===== config.mk =====
export PLATFORM = sky130hd
export DESIGN_NAME = cache_mem_arbiter
export DESIGN_NICKNAME = d
export VERILOG_FILES = /design/src/rtl/cache_mem_arbiter.sv
export SDC_FILE = /design/constraint.sdc
export NUM_CORES = 1
export LEC_CHECK = 0
export ABC_AREA = 1
export BUFFER_PORTS_ARGS = -buffer_cell sky130_fd_sc_hd__buf_2
export CORE_AREA = 2 2 273 275
export DETAILED_ROUTE_END_ITERATION = 10
export DIE_AREA = 0 0 275 277
export HOLD_SLACK_MARGIN = 0.02
export PLACE_DENSITY = 0.5
export RECOVER_POWER = 50
export SYNTH_ARGS = -nofsm -noshare
export SYNTH_HDL_FRONTEND = slang
export SYNTH_SLANG_ARGS = --single-unit

===== constraint.sdc =====
create_clock -name clk -period 1.7 [get_ports clk]
set_input_delay 0.34 -clock clk [delete_from_list [all_inputs] [get_ports clk]]
set_output_delay 0.34 -clock clk [all_outputs]
set_load 0.005 [all_outputs]

===== src/rtl/cache_mem_arbiter.sv =====
// Round-robin arbiter sharing one physical-memory port between the icache and
// dcache; one whole-line transaction at a time, with registered line and response.
module cache_mem_arbiter #(
  parameter int ADDR_WIDTH = 16,
  parameter int LINE_WIDTH = 128
) (
  input  logic                  clk,
  input  logic                  reset_n,
  input  logic                  i_read,
  input  logic [ADDR_WIDTH-1:0] i_address,
  output logic [LINE_WIDTH-1:0] i_rdata,
  output logic                  i_resp,
  input  logic                  d_read,
  input  logic                  d_write,
  input  logic [ADDR_WIDTH-1:0] d_address,
  input  logic [LINE_WIDTH-1:0] d_wdata,
  output logic [LINE_WIDTH-1:0] d_rdata,
  output logic                  d_resp,
  output logic                  pmem_read,
  output logic                  pmem_write,
  output logic [ADDR_WIDTH-1:0] pmem_address,
  output logic [LINE_WIDTH-1:0] pmem_wdata,
  input  logic [LINE_WIDTH-1:0] pmem_rdata,
  input  logic                  pmem_resp,
  output logic [1:0]            dbg_state
);

  // Handshake: a cache holds read/write (and its address/wdata) until it sees a
  // one-cycle resp; memory holds its strobe view until a one-cycle pmem_resp.
  typedef enum logic [1:0] {
    IDLE    = 2'd0,
    SERVE_I = 2'd1,
    SERVE_D = 2'd2,
    RELEASE = 2'd3
  } state_e;

  state_e                state_q, state_d;
  logic                  last_d_q, last_d_d;
  logic [ADDR_WIDTH-1:0] addr_q, addr_d;
  logic [LINE_WIDTH-1:0] wdata_q, wdata_d;
  logic                  rd_q, rd_d;
  logic                  wr_q, wr_d;
  logic                  i_resp_q, i_resp_d;
  logic                  d_resp_q, d_resp_d;
  logic [LINE_WIDTH-1:0] i_rdata_q, i_rdata_d;
  logic [LINE_WIDTH-1:0] d_rdata_q, d_rdata_d;
  logic                  d_req;
  logic                  grant_d;

  assign d_req = d_read | d_write;

  always_comb begin
    state_d   = state_q;
    last_d_d  = last_d_q;
    addr_d    = addr_q;
    wdata_d   = wdata_q;
    rd_d      = rd_q;
    wr_d      = wr_q;
    i_resp_d  = 1'b0;
    d_resp_d  = 1'b0;
    i_rdata_d = i_rdata_q;
    d_rdata_d = d_rdata_q;
    // On a contest the cache that was not served last wins.
    grant_d   = d_req && (!i_read || !last_d_q);
    case (state_q)
      IDLE: begin
        if (grant_d) begin
          state_d = SERVE_D;
          addr_d  = d_address;
          wdata_d = d_wdata;
          wr_d    = d_write;
          rd_d    = !d_write;
        end else if (i_read) begin
          state_d = SERVE_I;
          addr_d  = i_address;
          wr_d    = 1'b0;
          rd_d    = 1'b1;
        end
      end
      SERVE_I, SERVE_D: begin
        if (pmem_resp) begin
          state_d = RELEASE;
          rd_d    = 1'b0;
          wr_d    = 1'b0;
          if (state_q == SERVE_I) begin
            i_resp_d  = 1'b1;
            i_rdata_d = pmem_rdata;
            last_d_d  = 1'b0;
          end else begin
            d_resp_d  = 1'b1;
            d_rdata_d = pmem_rdata;
            last_d_d  = 1'b1;
          end
        end
      end
      RELEASE: state_d = IDLE;
      default: state_d = IDLE;
    endcase
  end

  always_ff @(posedge clk or negedge reset_n) begin
    if (!reset_n) begin
      state_q   <= IDLE;
      last_d_q  <= 1'b0;
      addr_q    <= '0;
      wdata_q   <= '0;
      rd_q      <= 1'b0;
      wr_q      <= 1'b0;
      i_resp_q  <= 1'b0;
      d_resp_q  <= 1'b0;
      i_rdata_q <= '0;
      d_rdata_q <= '0;
    end else begin
      state_q   <= state_d;
      last_d_q  <= last_d_d;
      addr_q    <= addr_d;
      wdata_q   <= wdata_d;
      rd_q      <= rd_d;
      wr_q      <= wr_d;
      i_resp_q  <= i_resp_d;
      d_resp_q  <= d_resp_d;
      i_rdata_q <= i_rdata_d;
      d_rdata_q <= d_rdata_d;
    end
  end

  assign pmem_read    = rd_q;
  assign pmem_write   = wr_q;
  assign pmem_address = addr_q;
  assign pmem_wdata   = wdata_q;
  assign i_resp       = i_resp_q;
  assign d_resp       = d_resp_q;
  assign i_rdata      = i_rdata_q;
  assign d_rdata      = d_rdata_q;
  assign dbg_state    = state_q;

endmodule


==> results.md <==
- The run finished with clean final reports.
- The clock network is responsible for 21.8% of the overall power.
- No sink is reached through more buffers than the 3 on the longest clock path.
- The synthesis-to-layout area growth is 54.7%.
- The number of different library cells used by synthesis comes to 21.
- The placement row count is 100.
- The global-route met2 utilization is 23.8%.
- The floorplan step defined a core boundary enclosing roughly 74,000 um^2.
- Counting instances, the worst hold path has a depth of 3.
- The average vias per placed instance is roughly 4.1.
- Measured against its own limit, the worst slew margin works out to 35.8%.
- The signal on the critical path passes through inv_2 > ha_4 > nand2_4 > or2_4 > buf_12 > clkbuf_16 > nand2_1 > o21ai_2.
- Once layout is done, the placed cells without fillers occupy approximately 25,000 um^2.
- Entering global routing, the biggest net connects between 60 and 70 pins.
- The via count of the first global-routing pass is about 15,000.
- Including well taps, the total number of placed cells is roughly 3,300.
- The critical path data required time is around 2.2 ns.
- The first global-routing pass estimated 85,000 um of wire.
- The TritonCTS buffer count is 47.
- The post-place instance area is 21,300 um^2.
- The number of endpoints failing setup at the final stage is 0.
- The startpoint type of the worst setup path is a flop.
- After detailed routing, the number of remaining DRC violations is 0.
- The number of nets in the finished design is 2,935.
- The number of routed nets with antenna violations is 0.
- Across all layers, the routed design uses between 10,000 and 15,000 vias.
- Once routing completed, OpenROAD measured the worst setup slack at 0.0327 ns.
- The overall overflow remaining after global route is 0.
- The worst clock skew is 0.0248 ns.
- The layer carrying the most global-route usage is met2.
- The kind of critical path is flop to flop.
- The cell count after synthesis is ~1,700.
- In this run the power density over the cells is 1790 nW/um^2.
- The final critical path takes up 98.1% of the cycle.
- Data arrives at the worst endpoint at between 2 and 2.5 ns.
- The synthesized netlist occupies a cell area of roughly 16,000 um^2.
- IR analysis of the VDD net gives a maximum drop of around 910 uV.
- The slowest stage of the critical path belongs to the cell dfrtp_1.
- For this run, the share of the core covered by cells in the final layout is 34.1%.
- Cells with a size suffix above 1 make up between 30% and 40% of the layout.
- For the pin with the worst max-slew slack, the measured transition is 0.963 ns.
- Sequential cells account for 37.4% of the total power.
- The number of nets in the synthesized netlist is between 1,500 and 2,000.
- TritonCTS built the clock tree.
- Of the post-synthesis cell area, the dominant cell type holds a little over three fifths.
- Subtracting the final worst setup slack from the clock period gives 1.67 ns.
- In the global route stage, met3 resource usage came out at 3.61%.
- Summed over all cells, the static leakage comes to about 13 nW.
- The starting density of the core is 22.1%.
- Summing all flip-flop and latch instances after layout gives a little over 10,000 um^2.
- The endpoint class of the critical path is a flop.
- The post-detailed-routing wire length is around 57,000 um.
- The worst hold path class is primary input to flop.
- The depth of the worst register-to-register path is 8.
- Counting every sink on the clock net gives 407.
- The most used flip-flop cell after synthesis is dfrtp_1.
- The die is roughly 280 um tall.
- The average instance in the mapped netlist occupies between 9 and 10 um^2.
- The die extent in x is between 200 and 300 um.
- Max-cap violations in this run came to 0.
- Sorting the synthesized cells by area gives the leading types as dfrtp_1 63%, nand2_1 14%, o21ai_0 8.2%.
- Counting flops with a built-in enable in the synthesized netlist gives 0.
- For this run, the top clock speed supported by timing is between 500 and 600 MHz.
- For this run, the total global-route usage over all layers was measured as approximately 14%.
- The number of standard cells in the final layout excluding fillers is between 3,000 and 4,000.
- The quantity of I/O buffers inserted on ports is approximately 700.
- The global routing met1 resource utilization is 16.6%.
- The yosys synthesis warning count is 0.
- Setup repair after global routing could not meet its margin everywhere.
- The number of fill cells in the layout is 7,577.
- In this run the worst path has a maximum fanout of 14.
- The cell type contributing the most total cell area after synthesis is dfrtp_1.
- The hold violation count in the final report came to 0.
- The routed wirelength normalized by instance count is around 16 um.
- Clock tree synthesis selected as its root buffer the cell clkbuf_16.
- The HPWL after detailed placement is around 40,000 um.
- The number of H-tree levels is 2.
- The combinational share of power is approximately 41%.
- In this run switching power makes up a little under two fifths of total power.
- The final estimated routing congestion in global placement is between 0.8 and 0.9.
- The violation count after the first detailed-route iteration is 646.
- The iteration count of the initial detailed-routing pass is 5.
- The pre-CTS setup slack is ~0.0093 ns.
- The number of antenna violations at the first check in global routing is 4.
- The area of the multi-input gates is 4990 um^2.
- The proportion of synthesized chip area in sequential cells is between 60 and 70%.
- The die area is around 76,000 um^2.
- After clock tree synthesis, the clock-pin slew on the worst setup and hold paths is ~0.060 ns.
- The fraction of registers with async set/reset is 100%.
- Counting flops and latches in the post-synthesis netlist gives 407.
- The final-report max-slew violation count is 0.
- The number of I/O pins is 700.
- The switching component of the power is 16.9 mW.
- After synthesis, the most frequently instantiated cells are 614 x nand2_1, 407 x dfrtp_1, 265 x o21ai_0.
- The highest cell delay on the worst timing path is ~0.38 ns.
- The clock insertion delay at the later pin of the skew report is roughly 0.58 ns.
- By instance count, the leading cell after synthesis is nand2_1.
- The internal power component is between 20 and 30 mW.
-- cells by family (layout without fill, tap and decap cells) --
logic type | after synthesis | count (layout) | share of synthesized area [%]
compound gates | 389 | 389 | 14.6
fa+ha+maj | 4 | 4 | 0.308
other cells | 0 | 2 | 0
flops | 407 | 407 | 62.7
buf+inv | 246 | 1228 | 7.37
simple gates | 640 | 640 | 15.0
-- cells in the final DEF, fill, tap and decap left out, drive strengths merged, types with 2 or more instances in the layout --
master,Yosys,routed
diode,0,2
dlygate4sd3,0,225
nor2,4,4
nand3,20,20
clkinvlp,0,2
inv,140,140
dfrtp,407,407
ha,4,4
a21oi,3,3
clkinv,0,8
buf,55,652
o21ai,386,386
clkbuf,51,200
nand2,615,615
-- what timing repair did --
item,in CTS,in global routing
setup buffers,0,1
setup endpoints to repair,7,157
hold buffers,225,0
endpoints found under the hold margin,382,0
resized for setup,1,55
cloned,0,8
-- registers in the layout, summed over array words and instances (netlist names), 2 cells and up --
| register | cells |
|---|---|
| d_rdata | 128 |
| i_rdata | 128 |
| pmem_wdata | 128 |
| pmem_address | 16 |
| dbg_state | 2 |
-- power groups by stage --
stage          clock network (mW)  registers, mW  logic [mW]
6_report                     9.82           16.8        18.4
5_1_grt                      10.6           17.4        20.7
4_1_cts                      10.2           16.7        18.0
3_5_place_dp                    0           16.8        17.6
3_3_place_gp                    0           16.8        17.4
2_1_floorplan                   0           17.1        8.59
-- layer usage --
layer | vias to the layer above | share of wire, %
li1 | 7241 | -
met1 | 6950 | 41
met2 | 545 | 49
met3 | 114 | 6.9
met4 | 2 | 3.7
met5 | - | 0.019
-- stage by stage --
step	hold slack (ns)	power, mW	setup TNS (ns)
after floorplan	0.0444	25.7	0
after global placement	0.179	34.2	0
after detailed placement	0.182	34.3	0
after CTS	0.0206	44.9	-0.0219
after global routing	0.0294	48.7	-1.33
final	0.0605	45.1	0
-- final timing paths --
path	start	slack, ns	end
setup / recovery	dbg_state[0]	0.03	d_rdata[39]
hold / removal	pmem_rdata[27]	0.06	d_rdata[27]
setup reg to reg	dbg_state[0]	0.03	d_rdata[39]
hold reg to reg	d_rdata[29]	0.48	d_rdata[29]
max in group asynchronous	reset_n	0.16	i_rdata[21]
min in group asynchronous	reset_n	0.16	pmem_wdata[81]
-- worst max-delay path, delay by kind of cell, from the launching register on --
| kind | cells | cell delay [ns] |
|---|---|---|
| buffers and inverters | 3 | 0.44 |
| DFF | 1 | 0.38 |
| and+or+nand+nor | 3 | 0.37 |
| adders and majority gates | 1 | 0.27 |
| AOI/OAI and AO/OA | 1 | 0.05 |
-- layout make-up --
type                       instances  share of cell area, %
inverter                         140                   2.10
timing repair buffer            1008                   26.7
clock inverter                    11                  0.413
multi-input combinational       1033                   19.9
tap                              969                   4.83
antenna                            2                 0.0199
clock buffer                      69                   5.49
sequential                       407                   40.5
No activity file was read; power rests on OpenSTA's default activity.
